--- src/rtl/alarm_pkg.sv ---
// Alarm controller shared definitions.
//   - state_e : controller FSM states
//   - field_e : field_sel encodings (which counter the adjust pulses target)
//   - HR_W / MIN_W : hour and minute bus widths
//   - RING_SECS_DEF : default maximum ring duration in tick_1hz periods
//   - helpers to classify states and step through the adjust fields
package alarm_pkg;

  localparam int unsigned HR_W          = 5;
  localparam int unsigned MIN_W         = 6;
  localparam int unsigned RING_CNT_W    = 6;
  localparam int unsigned RING_SECS_DEF = 60;

  typedef enum logic [2:0] {
    StRun     = 3'd0,
    StAdjChr  = 3'd1,
    StAdjCmin = 3'd2,
    StAdjAhr  = 3'd3,
    StAdjAmin = 3'd4,
    StRing    = 3'd5
  } state_e;

  typedef enum logic [1:0] {
    FieldClkHr  = 2'd0,
    FieldClkMin = 2'd1,
    FieldAlmHr  = 2'd2,
    FieldAlmMin = 2'd3
  } field_e;

  function automatic logic is_adj(input state_e s);
    return (s == StAdjChr) || (s == StAdjCmin) || (s == StAdjAhr) || (s == StAdjAmin);
  endfunction

  // Field selected by a state; RUN and RING report the clock-hour encoding (0).
  function automatic field_e state_field(input state_e s);
    field_e f;
    case (s)
      StAdjCmin: f = FieldClkMin;
      StAdjAhr:  f = FieldAlmHr;
      StAdjAmin: f = FieldAlmMin;
      default:   f = FieldClkHr;
    endcase
    return f;
  endfunction

  // Next adjust field in the order CHR, CMIN, AHR, AMIN, wrapping to CHR.
  function automatic state_e adj_next(input state_e s);
    state_e n;
    case (s)
      StAdjChr:  n = StAdjCmin;
      StAdjCmin: n = StAdjAhr;
      StAdjAhr:  n = StAdjAmin;
      default:   n = StAdjChr;
    endcase
    return n;
  endfunction

  // Previous adjust field, wrapping CHR back to AMIN.
  function automatic state_e adj_prev(input state_e s);
    state_e p;
    case (s)
      StAdjAmin: p = StAdjAhr;
      StAdjAhr:  p = StAdjCmin;
      StAdjCmin: p = StAdjChr;
      default:   p = StAdjAmin;
    endcase
    return p;
  endfunction

endpackage

--- src/rtl/btn_edge.sv ---
// Rising-edge detector for one debounced button level.
//   clk   : system clock
//   rst   : synchronous active-high reset (clears the history bit)
//   level : debounced button level
//   pulse : high for the single cycle in which level is 1 and was 0 last cycle
module btn_edge (
  input  logic clk,
  input  logic rst,
  input  logic level,
  output logic pulse
);

  logic level_q;

  always_ff @(posedge clk) begin
    if (rst) begin
      level_q <= 1'b0;
    end else begin
      level_q <= level;
    end
  end

  // Combinational so the FSM can act on the same edge that records the history.
  assign pulse = level & ~level_q;

endmodule

--- src/rtl/alarm_ctrl.sv ---
// Alarm clock controller: mode FSM for running, adjusting clock/alarm fields and ringing.
//   clk, rst                 : system clock, synchronous active-high reset
//   tick_1hz                 : one-cycle pulse per second
//   btn_c/l/r/u/d            : debounced levels for mode, field-prev, field-next, up, down
//   alarm_on                 : alarm armed switch
//   cur_hours/cur_mins       : running clock time
//   alm_hours/alm_mins       : alarm time
//   run_en                   : running clock counter enable (paused while adjusting)
//   clk_hr_en .. alm_min_en  : one-cycle adjust pulses to the four counters
//   updown                   : adjust direction (1 up, 0 down), idles at 1
//   field_sel                : field being adjusted (0 outside the adjust states)
//   blink                    : blank strobe for the selected field
//   buzzer                   : alarm sound drive, toggles once per second while ringing
module alarm_ctrl
  import alarm_pkg::*;
#(
  parameter int unsigned RING_SECS = RING_SECS_DEF
) (
  input  logic             clk,
  input  logic             rst,
  input  logic             tick_1hz,
  input  logic             btn_c,
  input  logic             btn_l,
  input  logic             btn_r,
  input  logic             btn_u,
  input  logic             btn_d,
  input  logic             alarm_on,
  input  logic [HR_W-1:0]  cur_hours,
  input  logic [MIN_W-1:0] cur_mins,
  input  logic [HR_W-1:0]  alm_hours,
  input  logic [MIN_W-1:0] alm_mins,
  output logic             run_en,
  output logic             clk_hr_en,
  output logic             clk_min_en,
  output logic             alm_hr_en,
  output logic             alm_min_en,
  output logic             updown,
  output logic [1:0]       field_sel,
  output logic             blink,
  output logic             buzzer
);

  // Count value at which one more tick ends the ring.
  localparam logic [RING_CNT_W-1:0] RingLast = RING_CNT_W'(RING_SECS - 1);

  // Button edge detection
  logic c_e, l_e, r_e, u_e, d_e;

  btn_edge u_edge_c (.clk(clk), .rst(rst), .level(btn_c), .pulse(c_e));
  btn_edge u_edge_l (.clk(clk), .rst(rst), .level(btn_l), .pulse(l_e));
  btn_edge u_edge_r (.clk(clk), .rst(rst), .level(btn_r), .pulse(r_e));
  btn_edge u_edge_u (.clk(clk), .rst(rst), .level(btn_u), .pulse(u_e));
  btn_edge u_edge_d (.clk(clk), .rst(rst), .level(btn_d), .pulse(d_e));

  // Alarm match detection
  logic match_now, match_q, match_evt;

  assign match_now = (cur_hours == alm_hours) && (cur_mins == alm_mins) && alarm_on;
  // match_q follows match_now in every state, so a match already standing when
  // the FSM returns to RUN never looks like a fresh 0->1 transition.
  assign match_evt = match_now & ~match_q;

  // State and next-state decode
  state_e                state_q, state_d;
  logic [RING_CNT_W-1:0] ring_cnt_q;
  logic                  any_btn;
  logic                  ring_done;
  logic                  adj_fire;
  field_e                cur_field;

  always_comb begin
    any_btn   = c_e | l_e | r_e | u_e | d_e;
    ring_done = tick_1hz && (ring_cnt_q == RingLast);
    state_d   = state_q;

    unique case (state_q)
      StRun: begin
        // btn_c wins over a coincident match event; the event is then lost.
        if (c_e) begin
          state_d = StAdjChr;
        end else if (match_evt) begin
          state_d = StRing;
        end
      end
      StAdjChr, StAdjCmin, StAdjAhr, StAdjAmin: begin
        if (c_e) begin
          state_d = StRun;
        end else if (r_e && !l_e) begin
          state_d = adj_next(state_q);
        end else if (l_e && !r_e) begin
          state_d = adj_prev(state_q);
        end
      end
      StRing: begin
        if (any_btn || !alarm_on || ring_done) begin
          state_d = StRun;
        end
      end
      default: state_d = StRun;
    endcase

    // Up/down acts only in a stable adjust state, and only if exactly one of them rose.
    adj_fire  = is_adj(state_q) && (state_d == state_q) && (u_e ^ d_e);
    cur_field = state_field(state_q);
  end

  // Registered state and outputs
  always_ff @(posedge clk) begin
    if (rst) begin
      state_q    <= StRun;
      match_q    <= 1'b0;
      ring_cnt_q <= '0;
      run_en     <= 1'b1;
      clk_hr_en  <= 1'b0;
      clk_min_en <= 1'b0;
      alm_hr_en  <= 1'b0;
      alm_min_en <= 1'b0;
      updown     <= 1'b1;
      field_sel  <= 2'd0;
      blink      <= 1'b0;
      buzzer     <= 1'b0;
    end else begin
      state_q <= state_d;
      match_q <= match_now;

      clk_hr_en  <= adj_fire && (cur_field == FieldClkHr);
      clk_min_en <= adj_fire && (cur_field == FieldClkMin);
      alm_hr_en  <= adj_fire && (cur_field == FieldAlmHr);
      alm_min_en <= adj_fire && (cur_field == FieldAlmMin);
      // Direction follows the pulse it accompanies and otherwise rests at up.
      updown     <= adj_fire ? u_e : 1'b1;

      run_en    <= !is_adj(state_d);
      field_sel <= state_field(state_d);

      if (!is_adj(state_d) || (state_d != state_q)) begin
        blink <= 1'b0;
      end else if (tick_1hz) begin
        blink <= ~blink;
      end

      if (state_d != StRing) begin
        ring_cnt_q <= '0;
        buzzer     <= 1'b0;
      end else if (state_q != StRing) begin
        // First second of the ring sounds.
        ring_cnt_q <= '0;
        buzzer     <= 1'b1;
      end else if (tick_1hz) begin
        ring_cnt_q <= ring_cnt_q + 1'b1;
        buzzer     <= ~buzzer;
      end
    end
  end

endmodule

--- config.mk ---
export PLATFORM = sky130hd
export DESIGN_NAME = alarm_ctrl
export DESIGN_NICKNAME = d
export VERILOG_FILES = /design/src/rtl/alarm_pkg.sv /design/src/rtl/btn_edge.sv /design/src/rtl/alarm_ctrl.sv
export SDC_FILE = /design/constraint.sdc
export NUM_CORES = 1
export LEC_CHECK = 0
export ABC_AREA = 0
export CAP_MARGIN = 20
export CORE_MARGIN = 10
export CORE_UTILIZATION = 40
export DETAILED_ROUTE_END_ITERATION = 8
export PLACE_DENSITY = 0.7
export SYNTH_ARGS = -nofsm -noshare
export SYNTH_HDL_FRONTEND = slang
export SYNTH_SLANG_ARGS = --single-unit
--- constraint.sdc ---
create_clock -name clk -period 5.15 [get_ports clk]
set_clock_uncertainty 0.15 [all_clocks]
set_input_delay 1.545 -clock clk [delete_from_list [all_inputs] [get_ports clk]]
set_output_delay 1.545 -clock clk [all_outputs]
set_load 0.02 [all_outputs]
Word level (Yosys, flattened, before mapping)
Index checks and enable logic that the tools add are counted.
W data, S select, Z words.
- add/sub/neg operators: 1
- $mul: 0
- divide/modulo/power cells: 0
- order comparisons: 0
- equality and inequality tests: 19
- shift operators: 0
- multiplexer cells: 13
- bitwise operators: 20
- reductions and logical operators: 32
- operators by type and width (operator ; count):
    $pmux W3 S3 ; 3
    $mux W3 ; 6
    $eq A3 B2 Y1 const B ; 4
    $pmux W2 S3 ; 2
    $logic_and A1 B1 Y1 ; 11
    $eq A3 B3 Y1 const B ; 3
    $logic_or A1 B1 Y1 ; 9
    $not A1 Y1 ; 9
    $add A6 B1 Y6 const B ; 1
    $and A1 B1 Y1 ; 6
    $eq A3 B1 Y1 const B ; 2
    $eq A6 B6 Y1 ; 1
    $eq A6 B6 Y1 const B ; 1
    $ne A3 B3 Y1 const B ; 2
    $reduce_or A2 Y1 ; 3
    $eq A5 B5 Y1 ; 1
    $eq A2 B2 Y1 const B ; 2
    $logic_not A1 Y1 ; 4
    $or A1 B1 Y1 ; 4
    $reduce_or A4 Y1 ; 1
    $eq A3 B3 Y1 ; 1
    $logic_not A3 Y1 ; 1
    $ne A3 B3 Y1 ; 1
    $reduce_or A3 Y1 ; 1
    5 further kinds ; 6
- bits in registers: 25
- bits in latches: 0
- RAM bits: 0
- bits in read-only memories: 0
- bits of input ports: 31
- output and inout port bits: 10
- logic and storage cells: 102
- memories kept: 0

Logic depth before layout (Yosys ltp)
Gate-level depths: netlist (run 1).
- word-level depth: 17
- gate-level depth with buffers: 7
- gate-level depth less buffers: 7

By module
Synthesis (run 1) repeated with hierarchy kept, for this count alone.
- cell total of the unflattened synthesis: 167
- area total of the unflattened synthesis: 1512.7 um2
- modules (own cells, without submodules) (module ; instances ; cells each ; area an instance (um2) ; sequential area each (um2)):
    alarm_ctrl ; 1 ; 152 ; 1275.0 ; 400.4
    btn_edge ; 5 ; 3 ; 47.5 ; 20.0

Worst setup path after synthesis (run 1)
No wires, ideal clock.
- kind: input to register
- start: in alm_mins[3]
- end: reg updown
- setup time: 0.120 ns
- data arrival time: 2.909 ns
- required time: 4.880 ns
- path slack: 1.971 ns
- stages: 6
- buffers on the path: 0
- path through: xnor2_1 -> nand4_1 -> or4_4 -> a31oi_4 -> nand3_1 -> a211o_1
- word-level cells in the longest chain between the ends: 12
- RTL lines (item ; line ; text):
    start: declaration ; alarm_ctrl.sv:31 ; input logic [MIN_W-1:0] alm_mins,
    $eq A6 B6 Y1 ; alarm_ctrl.sv:58 ; assign match_now = (cur_hours == alm_hours) && (cur_mins == alm_mins) && alarm_on;
    $logic_and A1 B1 Y1 (2 in series) ; alarm_ctrl.sv:58 ;
    $and A1 B1 Y1 ; alarm_ctrl.sv:61 ; assign match_evt = match_now & ~match_q;
    $mux W3 ; alarm_ctrl.sv:81 ; end else if (match_evt) begin
    $mux W3 ; alarm_ctrl.sv:79 ; if (c_e) begin
    $pmux W3 S3 ; alarm_ctrl.sv:76 ; unique case (state_q)
    $eq A3 B3 Y1 ; alarm_ctrl.sv:103 ; adj_fire = is_adj(state_q) && (state_d == state_q) && (u_e ^ d_e);
    $logic_and A1 B1 Y1 (2 in series) ; alarm_ctrl.sv:103 ;
    $not A1 Y1 (no line) ; - ;
    $reduce_or A2 Y1 (no line) ; - ;
    end signal: assignment ; alarm_ctrl.sv:131 ; updown <= adj_fire ? u_e : 1'b1;
    end: declaration ; alarm_ctrl.sv:37 ; output logic updown,
No other way between the ends.
A chain may end at the register's enable or synchronous reset.

Worst setup path after layout (run 1)
- start: in btn_c
- end: reg clk_min_en
- word-level cells in the longest chain between the ends: 13
- elaborated cells between the ends (all ways): 15
- classes of those cells: eq/ne: 1; mux: 4; bitwise: 5; reduce/logical: 5
- RTL lines (item ; line ; text):
    start: declaration ; alarm_ctrl.sv:22 ; input logic btn_c,
    $and A1 B1 Y1 (*) ; btn_edge.sv:24 ; assign pulse = level & ~level_q;
    $or A1 B1 Y1 (4 in series) ; alarm_ctrl.sv:72 ; any_btn = c_e | l_e | r_e | u_e | d_e;
    $logic_or A1 B1 Y1 (2 in series) ; alarm_ctrl.sv:95 ; if (any_btn || !alarm_on || ring_done) begin
    $mux W3 ; alarm_ctrl.sv:95 ;
    $pmux W3 S3 (*) ; alarm_ctrl.sv:76 ;
    $eq A3 B3 Y1 (*) ; alarm_ctrl.sv:103 ;
    $logic_and A1 B1 Y1 (*) (2 in series) ; alarm_ctrl.sv:103 ;
    $logic_and A1 B1 Y1 (*) ; alarm_ctrl.sv:127 ; clk_min_en <= adj_fire && (cur_field == FieldClkMin);
    end signal: assignment ; alarm_ctrl.sv:127 ;
    end: declaration ; alarm_ctrl.sv:34 ; output logic clk_min_en,
Mark *: on every way between the ends. The rest lies on a longest branch, timed or not.

==> metrics.csv, run 1 <==
stage,metric,value,unit
cts,clk_latency,0.33,ns
global_route,grt_overflow,0,
finish,seqCellArea,500,um^2
floorplanning,die_h,78.6,um
cts,cts_tree,yes,
power_and_ir_drop,leakage,0.000627,uW
cts,clk_pin_slew,0.15,ns
worst_setup_path,critical_path_class,in2reg,
sta,setup_tns,0,ns
finish,multi_input_area,818,um^2
sta,setup_viol,0,
floorplanning,dieArea,6180,um^2
routing,drt-wirelength-per-cell,15.3,um
cts,htree_levels,1,
floorplanning,core,3340,um^2
routing,drt_pass1_iterations,4,
synth,ys_types,45,
finish,instances_no_fill,236,
routing,ant_nets,0,
synth,ys_seq_elements,25,
synth,synthesis.area,1380,um^2
finish,fill_cells,336,
worst_setup_path,critPathLaunchType,primary input,
sta,max_slew_margin,45.5,%
cts,clk_path_buf_depth,2,
power_and_ir_drop,net-switching-power,100,uW
sta,period_minus_slack,3.75,ns
power_and_ir_drop,seqPwrFrac,54.6,%
finish,drive_gt1_share,7.89,%
synth,synth_ff_type,dfxtp_1,
finish,top_register,ring_cnt_q,
synth,ys_top_cells_by_area,"dfxtp_1 (36%), xnor2_1 (11%), nor2_1 (4.9%), nor2b_1 (3.2%), nand4_1 (2.7%)",
floorplanning,fp-row-count,21,
cts,cts_hold_buf,0,
synth,yosysWarningCount,0,
sta,final-max-slew-violation-count,0,
run_status,run_status,"complete, no violations",
worst_setup_path,cp-end-kind,flop,
global_route,grt_pass1_wl,6030,um
synth,synth_common_cells,"dfxtp_1 (25), nor2_1 (18), xnor2_1 (18)",
worst_setup_path,cp_max_fo,10,
routing,drc,0,
finish,syn2layout_area_growth,32.3,%
synth,ys_async_sr_fraction,0,%
power_and_ir_drop,intPower,273,uW
global_route,grt_pass1_vias,1260,
sta,post-route-period-util,72.7,%
routing,drt-initial-drc-count,74,
sta,final_hold_viol_count,0,
power_and_ir_drop,finalPower,373,uW
cts,cts_setup_buffers,0,
finish,reg_top3,"ring_cnt_q: 6 flops, state_q: 3 flops, field_sel: 2 flops",
job,max_cap_viol_count,0,
sta,max_slew.worst_pin.slew,0.817,ns
synth,synth_area_leader_cell,dfxtp_1,
global_route,track_usage,11.9,%
power_and_ir_drop,combPwrFrac,21.8,%
cts,cts_resized,0,
placed_design,detailed_place_hpwl,2970,um
synth,synth_top_area_share,36.4,%
worst_hold_path,holdCritPathClass,reg2reg,
synth,synth_edf_count,0,
placed_design,place_inst,232,
floorplanning,start_util,41.2,%
finish,largest_register_ffs,6,
global_route,antenna_found_initial,0,
routing,via_count,1254,
synth,synth.most_common_cell,dfxtp_1,
power_and_ir_drop,peakVddDrop,0.0943,mV
cts,ctsRootBufferMaster,clkbuf_4,
cts,cts_buffers,3,
worst_setup_path,worst_ep_required_time,5.25,ns
power_and_ir_drop,p_per_area,205,nW/um^2
synth,synth_nets,184,
global_route,grt_max_degree,15,
placed_design,placement.io_buffers,40,
floorplanning,io_pins,41,
routing,viasPerCell,5.31,
synth,syn_inst,152,
worst_setup_path,worstPathArrival,3.84,ns
finish,fin_nets,223,
cts,clkSinkCount,25,
sta,rsz0062_at_grt,false,
power_and_ir_drop,p_sw_share,26.9,%
sta,max_freq,267,MHz
floorplanning,dieWidth,78.6,um
routing,routed_wl,3610,um
synth,avgSynthCellArea,9.05,um^2
placed_design,gp_congestion,0.879,
finish,antenna_cells,0,
synth,ys_seq_area_share,36.4,%
power_and_ir_drop,clkPwrFrac,23.6,%
[critical path, stage by stage]
cell and delay, ns:
clkdlybuf4s50_1 0.48, nor2b_1 0.67, nor2_1 0.15, a221oi_1 0.38, a21oi_1 0.20, or2_1 0.26, nor4_1 0.16
[power by group through the flow]
stage | combinational, uW | clock [uW] | sequential (uW)
after global routing | 88.4 | 99.2 | 204
after CTS | 82.0 | 92.6 | 204
after floorplan | 45.7 | 0 | 207
after global placement | 81.4 | 0 | 208
final | 81.3 | 88.2 | 204
after detailed placement | 81.7 | 0 | 208
[cell type report]
cell class | count | share of cell area, %
multi-input combinational | 117 | 45.0
sequential | 25 | 27.5
timing repair buffer | 40 | 22.0
tap | 46 | 3.16
clock buffer | 3 | 1.24
inverter | 4 | 0.825
clock inverter | 1 | 0.275
[final timing paths]
check                   start  cells after the start  slack [ns]       endpoint
min reg2reg     ring_cnt_q[4]                      2        0.39  ring_cnt_q[4]
min             ring_cnt_q[4]                      2        0.39  ring_cnt_q[4]
max reg2reg  u_edge_c.level_q                      6        2.81     clk_min_en
max                     btn_c                      7        1.40     clk_min_en
[layout by cell type, fill, tap and decap left out, types with 2 or more instances in the layout]
cell type / count
and2_1: 2
nor2_1: 18
nand3_1: 3
and3_1: 4
a21oi_1: 5
nand4_1: 6
nand2_1: 7
nor2b_1: 7
and2b_1: 2
clkdlybuf4s50_1: 40
or4_4: 2
dfxtp_1: 25
nor4_1: 5
clkbuf_4: 3
xnor2_1: 18
nand2b_1: 3
a22oi_1: 2
o21ai_0: 2
inv_1: 4
xor2_1: 4
nor3_1: 4
[per-layer routing]
| metal | GRT usage, % | part of all wire, % | vias up |
|---|---|---|---|
| met5 | 0 | 0 | - |
| met4 | 3.76 | 0.92 | 0 |
| met3 | 2.96 | 5.8 | 4 |
| met2 | 20.3 | 51 | 40 |
| met1 | 14.2 | 43 | 597 |
| li1 | - | - | 613 |
[cells by family after synthesis]
| group | Yosys count | share of synthesized area (%) |
|---|---|---|
| flip-flops | 25 | 36.4 |
| AND/OR/NAND/NOR | 70 | 28.9 |
| XOR/XNOR | 22 | 14.0 |
| multiplexers | 1 | 0.728 |
| buffers and inverters | 10 | 4.09 |
| AO/OA/AOI/OAI | 23 | 14.9 |
| adder cells (fa/ha/maj) | 1 | 0.910 |
[through the flow]
stage	util, %	setup slack [ns]	hold slack, ns	cell area, um^2
after floorplan	-	1.97	0.329	1380
after global placement	53.7	1.08	0.347	1790
after detailed placement	53.7	1.08	0.361	1790
after CTS	54.5	1.43	0.393	1820
after global routing	54.5	1.32	0.413	1820
final	54.5	1.40	0.392	1820
Power figures use the tool's default switching activity.
==> inputs of run 2 (changes only) <==
==> constraint.sdc (replaced) <==
create_clock -name clk -period 3.5 [get_ports clk]
set_clock_uncertainty 0.15 [all_clocks]
set_input_delay 1.05 -clock clk [delete_from_list [all_inputs] [get_ports clk]]
set_output_delay 1.05 -clock clk [all_outputs]
set_load 0.02 [all_outputs]
==> run 2 against run 1 <==
  * First-iteration DRC count decreased by 9.5%
  * Via count decreased by 1.8%
  * Worst hold slack improved by 0.0082 ns
  * Flip-flop and latch count unchanged
  * Power increased by 50%
  * Count of clock-buffer cells in the layout unchanged
  * Die area unchanged
  * Core utilization increased by 1.1 points
  * Critical endpoint unchanged
  * Largest power group unchanged
  * Highest routed layer unchanged
==> metrics.csv, run 2 (same netlist as run 1, synthesis figures left out) <==
stage,metric,value,unit,change
run_status,run_status,"complete, no violations",,
worst_setup_path,r2r_end,updown,,
worst_hold_path,holdCritPathClass,reg2reg,,
cts,cts_resized,0,,unchanged
placed_design,gp_congestion,0.846,,-3.7%
cts,ctsRootBufferMaster,clkbuf_4,,
worst_setup_path,cpMaxStageDelayCell,clkdlybuf4s50_1,,
cts,cts_tree,yes,,
floorplanning,io_pins,41,,unchanged
cts,cts_buffers,3,,unchanged
global_route,grt_overflow,0,,unchanged
floorplanning,die_h,78.6,um,unchanged
routing,drt-initial-drc-count,67,,-9.5%
floorplanning,fp-row-count,21,,unchanged
placed_design,placed_area,1830,um^2,+2.1%
routing,drt-wirelength-per-cell,14.8,um,-3.3%
worst_setup_path,reg2reg_slack,1.24,ns,-1.57 ns
global_route,antenna_found_initial,0,,unchanged
power_and_ir_drop,p_per_area,301,nW/um^2,+47%
power_and_ir_drop,peakVddDrop,0.150,mV,+59%
finish,drive_gt1_share,10.3,%,+2.4 points
finish,reg_top3,"ring_cnt_q: 6 flops, state_q: 3 flops, field_sel: 2 flops",,
power_and_ir_drop,leakage,0.000652,uW,+4.0%
routing,ant_nets,0,,unchanged
global_route,grt_pass1_wl,6020,um,-0.23%
sta,final_hold_viol_count,0,,unchanged
worst_setup_path,reg2reg_depth,6,,unchanged
worst_setup_path,worst-path-stages,7,,unchanged
cts,clkSinkCount,25,,unchanged
worst_setup_path,critPathCapture,clk_min_en,,
worst_setup_path,worstSetupStartpoint,btn_c,,
routing,drc,0,,unchanged
worst_setup_path,cp_max_fo,4,,-6
sta,worst_hold_slack,0.401,ns,+0.00817 ns
placed_design,placement.io_buffers,40,,unchanged
power_and_ir_drop,finalPower,559,uW,+50%
worst_setup_path,critical_path_class,in2reg,,
cts,clk_latency,0.33,ns,about the same
routing,drt_pass1_iterations,4,,unchanged
floorplanning,start_util,41.2,%,unchanged
finish,fin_nets,228,,+2.2%
sta,setup_tns,0,ns,unchanged
worst_setup_path,cp_top_family,simple AND/OR/NAND/NOR gates,,
worst_setup_path,worst_ep_required_time,3.59,ns,-1.66 ns
cts,clk_path_buf_depth,2,,unchanged
cts,htree_levels,1,,unchanged
sta,setup_viol,0,,unchanged
routing,routed_wl,3560,um,-1.2%
cts,cts_setup_buffers,0,,unchanged
finish,top_register,ring_cnt_q,,
worst_setup_path,cp-end-kind,flop,,
worst_setup_path,critPathLaunchType,primary input,,
sta,max_slew_margin,64.6,%,+19 points
sta,period_minus_slack,2.91,ns,
floorplanning,core,3340,um^2,unchanged
sta,max_slew.worst_pin.slew,0.531,ns,-0.286 ns
worst_setup_path,worstPathArrival,3.00,ns,-0.84 ns
worst_setup_path,cp_slowest_stage_delay,0.48,ns,-0.19 ns
finish,largest_register_ffs,6,,unchanged
worst_setup_path,crit_chain,"clkdlybuf4s50_1, nor2b_1, nor2_1, a221oi_1, a21oi_1, or2_1, nor4_1",,
floorplanning,dieArea,6180,um^2,unchanged
routing,via_count,1232,,-1.8%
worst_setup_path,reg2reg_from,state_q[2],,
worst_setup_path,critPathBufInv,1,,unchanged
placed_design,detailed_place_hpwl,2900,um,-2.3%
sta,max_freq,344,MHz,
sta,rsz0062_at_grt,false,,
global_route,grt_max_degree,15,,unchanged
sta,final-max-slew-violation-count,0,,unchanged
finish,mostFrequentLayoutCells,"clkdlybuf4s50_1 (40), dfxtp_1 (25), nor2_1 (18), xnor2_1 (18)",,
cts,cts_hold_buf,0,,unchanged
global_route,track_usage,11.7,%,-0.21 points
cts,clk_pin_slew,0.14,ns,about the same
routing,viasPerCell,5.11,,-3.8%
finish,antenna_cells,0,,unchanged
global_route,grt_pass1_vias,1283,,+1.8%
floorplanning,dieWidth,78.6,um,unchanged
job,max_cap_viol_count,0,,unchanged
finish,syn2layout_area_growth,35.0,%,
finish,layout_commonest_cell,clkdlybuf4s50_1,,
finish,finalInstanceArea,1860,um^2,+2.1%
sta,post-route-period-util,83.2,%,
[run 2: changes by cell type in the layout (fill, tap and decap cells not counted), sizes merged]
cell,change
buf,+5
[run 2: power breakdown]
group	switching [uW]	total (uW)	internal [uW]	leakage [uW]
combinational	53.7	125	70.8	0.000431
clock	91.3	134	43.0	0.0000177
sequential	7.81	300	292	0.000203
[run 2: layout make-up]
class                      count  area (um^2)
tap                           46         57.6
multi-input combinational    117          818
sequential                    25          500
fill                         334         1480
clock buffer                   3         22.5
clock inverter                 1         5.00
timing repair buffer          45          438
inverter                       4         15.0
[run 2: worst min-delay path, delay by kind of cell (launching register included)]
kind / cells / cell delay [ns]
flip-flops: 1 / 0.38
AND/OR/NAND/NOR: 1 / 0.07
XOR/XNOR: 1 / 0.07
[run 2: routing by layer]
layer	GRT usage, %	wire length, um	vias up
met2	20.7	1750	33
met4	3.76	44	0
met3	2.96	180	5
met1	13.3	1590	572
li1	-	-	622
met5	0	0	-
[run 2: worst min-delay path by stage]
stage                         end          start  cells after the start  slack [ns]
finish              ring_cnt_q[4]  ring_cnt_q[4]                      2        0.40
global route        ring_cnt_q[1]  ring_cnt_q[1]                      2        0.43
CTS                 ring_cnt_q[5]  ring_cnt_q[5]                      2        0.40
detailed placement  ring_cnt_q[4]  ring_cnt_q[4]                      2        0.36
global placement    ring_cnt_q[4]  ring_cnt_q[4]                      2        0.35
floorplan           ring_cnt_q[4]  ring_cnt_q[4]                      2        0.33
[run 2: through the flow]
stage | setup WS (ns) | std cells | utilization (%)
6_report | 0.589 | 241 | 55.6
3_5_place_dp | 0.218 | 237 | 54.8
5_1_grt | 0.424 | 241 | 55.6
3_3_place_gp | 0.210 | 237 | 54.8
2_1_floorplan | 0.816 | 152 | -
4_1_cts | 0.563 | 241 | 55.6
==> inputs of run 3 (changes only) <==
--- a/config.mk
+++ b/config.mk
@@ -10,7 +10,7 @@
 export CORE_MARGIN = 10
 export CORE_UTILIZATION = 40
 export DETAILED_ROUTE_END_ITERATION = 8
-export PLACE_DENSITY = 0.7
+export PLACE_DENSITY = 0.72
 export SYNTH_ARGS = -nofsm -noshare
 export SYNTH_HDL_FRONTEND = slang
 export SYNTH_SLANG_ARGS = --single-unit
==> constraint.sdc (replaced) <==
create_clock -name clk -period 2.33 [get_ports clk]
set_clock_uncertainty 0.15 [all_clocks]
set_input_delay 0.699 -clock clk [delete_from_list [all_inputs] [get_ports clk]]
set_output_delay 0.699 -clock clk [all_outputs]
set_load 0.02 [all_outputs]
==> run 3 against run 2 <==
  * Clock power increased by 45%
  * Combinational power increased by 100%
  * Register-to-register slack got worse by 1.2 ns
  * Wire length increased by 18%
  * Die area unchanged
  * Core utilization increased by 11 points
  * Final cell count increased by 12%
  * Final area increased by 20%
  * First-iteration DRC count decreased by 6.0%
  * Count of clock-buffer cells in the layout unchanged
  * Highest routed layer unchanged
==> metrics.csv, run 3 (same netlist as run 1, synthesis figures left out) <==
stage,metric,value,unit,change
run_status,run_status,"complete, no violations",,
worst_setup_path,cpMaxStageDelayCell,a211oi_4,,
finish,fin_util,66.7,%,+11 points
finish,mostFrequentLayoutCells,"buf_4 (29), dfxtp_1 (22), xnor2_1 (15), nor2_1 (14), dlygate4sd2_1 (14)",,
power_and_ir_drop,p_per_area,405,nW/um^2,+35%
sta,rsz0062_at_grt,true,,
power_and_ir_drop,clkPwrFrac,21.5,%,-2.5 points
sta,max_freq,432,MHz,
worst_setup_path,cp_slowest_stage_delay,0.36,ns,-0.12 ns
sta,worst_hold_slack,0.404,ns,+0.00373 ns
sta,period_minus_slack,2.32,ns,
sta,max_slew.worst_pin.slew,0.470,ns,-0.0608 ns
sta,setup_viol,0,,unchanged
sta,post-route-period-util,99.4,%,
worst_setup_path,critPathLaunchType,primary input,,
power_and_ir_drop,net-switching-power,258,uW,+69%
cts,htree_levels,1,,unchanged
sta,final-max-slew-violation-count,0,,unchanged
power_and_ir_drop,intPower,645,uW,+59%
routing,drc,0,,unchanged
finish,antenna_cells,0,,unchanged
routing,drt-wirelength-per-cell,15.6,um,+5.7%
power_and_ir_drop,seqPwrFrac,50.1,%,-3.6 points
cts,ctsRootBufferMaster,clkbuf_4,,
worst_setup_path,cp-end-kind,flop,,
cts,clkSinkCount,25,,unchanged
floorplanning,dieWidth,78.6,um,unchanged
routing,routed_wl,4220,um,+18%
finish,top_register,ring_cnt_q,,
cts,cts_buffers,3,,unchanged
floorplanning,io_pins,41,,unchanged
worst_setup_path,cp_top_family,compound AO/OA/AOI/OAI gates,,
power_and_ir_drop,combPwrFrac,28.4,%,+6.1 points
sta,max_slew_margin,68.4,%,+3.9 points
floorplanning,die_h,78.6,um,unchanged
global_route,grt_pass1_vias,1517,,+18%
cts,cts_hold_buf,0,,unchanged
worst_setup_path,crit_chain,"dlygate4sd2_1, and2b_4, buf_12, xnor2_4, a211oi_4, a31o_4, o211ai_1, a211o_1",,
placed_design,placement.io_buffers,40,,unchanged
worst_setup_path,worst_ep_required_time,2.40,ns,-1.19 ns
global_route,grt_overflow,0,,unchanged
worst_hold_path,holdCritPathClass,reg2reg,,
power_and_ir_drop,p_sw_share,28.5,%,+1.2 points
power_and_ir_drop,leakage,0.000875,uW,+34%
floorplanning,start_util,41.2,%,unchanged
floorplanning,fp-row-count,21,,unchanged
cts,clk_pin_slew,0.13,ns,about the same
floorplanning,dieArea,6180,um^2,unchanged
finish,fin_nets,257,,+13%
finish,largest_register_ffs,6,,unchanged
routing,drt_pass1_iterations,4,,unchanged
cts,clk_path_buf_depth,2,,unchanged
global_route,grt_pass1_wl,6910,um,+15%
worst_setup_path,critPathBufInv,2,,+1
floorplanning,core,3340,um^2,unchanged
routing,drt-initial-drc-count,63,,-6.0%
finish,drive_gt1_share,39.3,%,+29 points
global_route,antenna_found_initial,0,,unchanged
worst_setup_path,cp_max_fo,4,,unchanged
finish,reg_top3,"ring_cnt_q: 6 flops, state_q: 3 flops, field_sel: 2 flops",,
finish,syn2layout_area_growth,61.9,%,
finish,fill_cells,285,,-15%
worst_setup_path,critical_path_class,in2reg,,
cts,clk_latency,0.33,ns,about the same
routing,via_count,1396,,+13%
finish,layout_commonest_cell,buf_4,,
job,max_cap_viol_count,0,,unchanged
routing,viasPerCell,5.17,,+1.1%
global_route,grt_max_degree,15,,unchanged
routing,ant_nets,0,,unchanged
placed_design,detailed_place_hpwl,3170,um,+9.1%
worst_setup_path,worstPathArrival,2.39,ns,-0.61 ns
cts,cts_tree,yes,,
global_route,track_usage,13.7,%,+2.0 points
power_and_ir_drop,peakVddDrop,0.232,mV,+55%
placed_design,gp_congestion,0.909,,+7.4%
sta,final_hold_viol_count,0,,unchanged
## run 3: worst paths after layout
| path | from | endpoint | slack (ns) | cells past startpoint |
|---|---|---|---|---|
| worst max-delay path | btn_r | updown | 0.01 | 8 |
| worst min-delay path | ring_cnt_q[0] | ring_cnt_q[0] | 0.40 | 2 |
| worst max register to register | state_q[2] | updown | 0.09 | 6 |
| worst min register to register | ring_cnt_q[0] | ring_cnt_q[0] | 0.40 | 2 |
## run 3: stage by stage
stage | setup TNS (ns) | instances | worst slack (ns) | area [um^2] | power, uW
after global placement | -7.62 | 261 | -0.505 | 2010 | 678
final | 0 | 270 | 0.0130 | 2230 | 902
after global routing | -0.0420 | 270 | -0.0420 | 2230 | 944
after CTS | 0 | 270 | 0.00211 | 2240 | 900
after detailed placement | -8.91 | 261 | -0.583 | 2010 | 683
after floorplan | -0.00282 | 152 | -0.00282 | 1380 | 558
## run 3: tightest hold or removal path, cell delays in order, from the launching register on
cell     delay, ns
dfxtp_2       0.37
xnor2_1       0.12
nor2_1        0.04
## run 3: repair_timing
action	4_1_cts	5_1_grt
buffers inserted	5	0
resized for setup	66	32
endpoints found under the setup margin	15	14
pin swaps	35	20
endpoints found under the hold margin	0	0
## run 3: area by class of cell
class                      count  area (um^2)  share of cell area [%]
clock inverter                 1         5.00                   0.225
sequential                    25          504                    22.7
timing repair buffer          74          603                    27.1
tap                           46         57.6                    2.59
clock buffer                   3         22.5                    1.01
inverter                       4         15.0                   0.675
multi-input combinational    117         1020                    45.8
## run 3: layer usage
layer  vias up  track usage, %  routed length (um)
li1        679               -                   -
met1       654            13.4                1590
met2        54            25.7                2240
met3         9            3.76                 293
met4         0            6.81                  90
met5         -               0                   0
## run 3: power groups by stage
stage	clock network, uW	logic [uW]	registers [uW]
floorplan	0	101	457
global placement	0	219	459
detailed placement	0	224	459
CTS	197	251	451
global route	215	274	454
finish	194	256	452
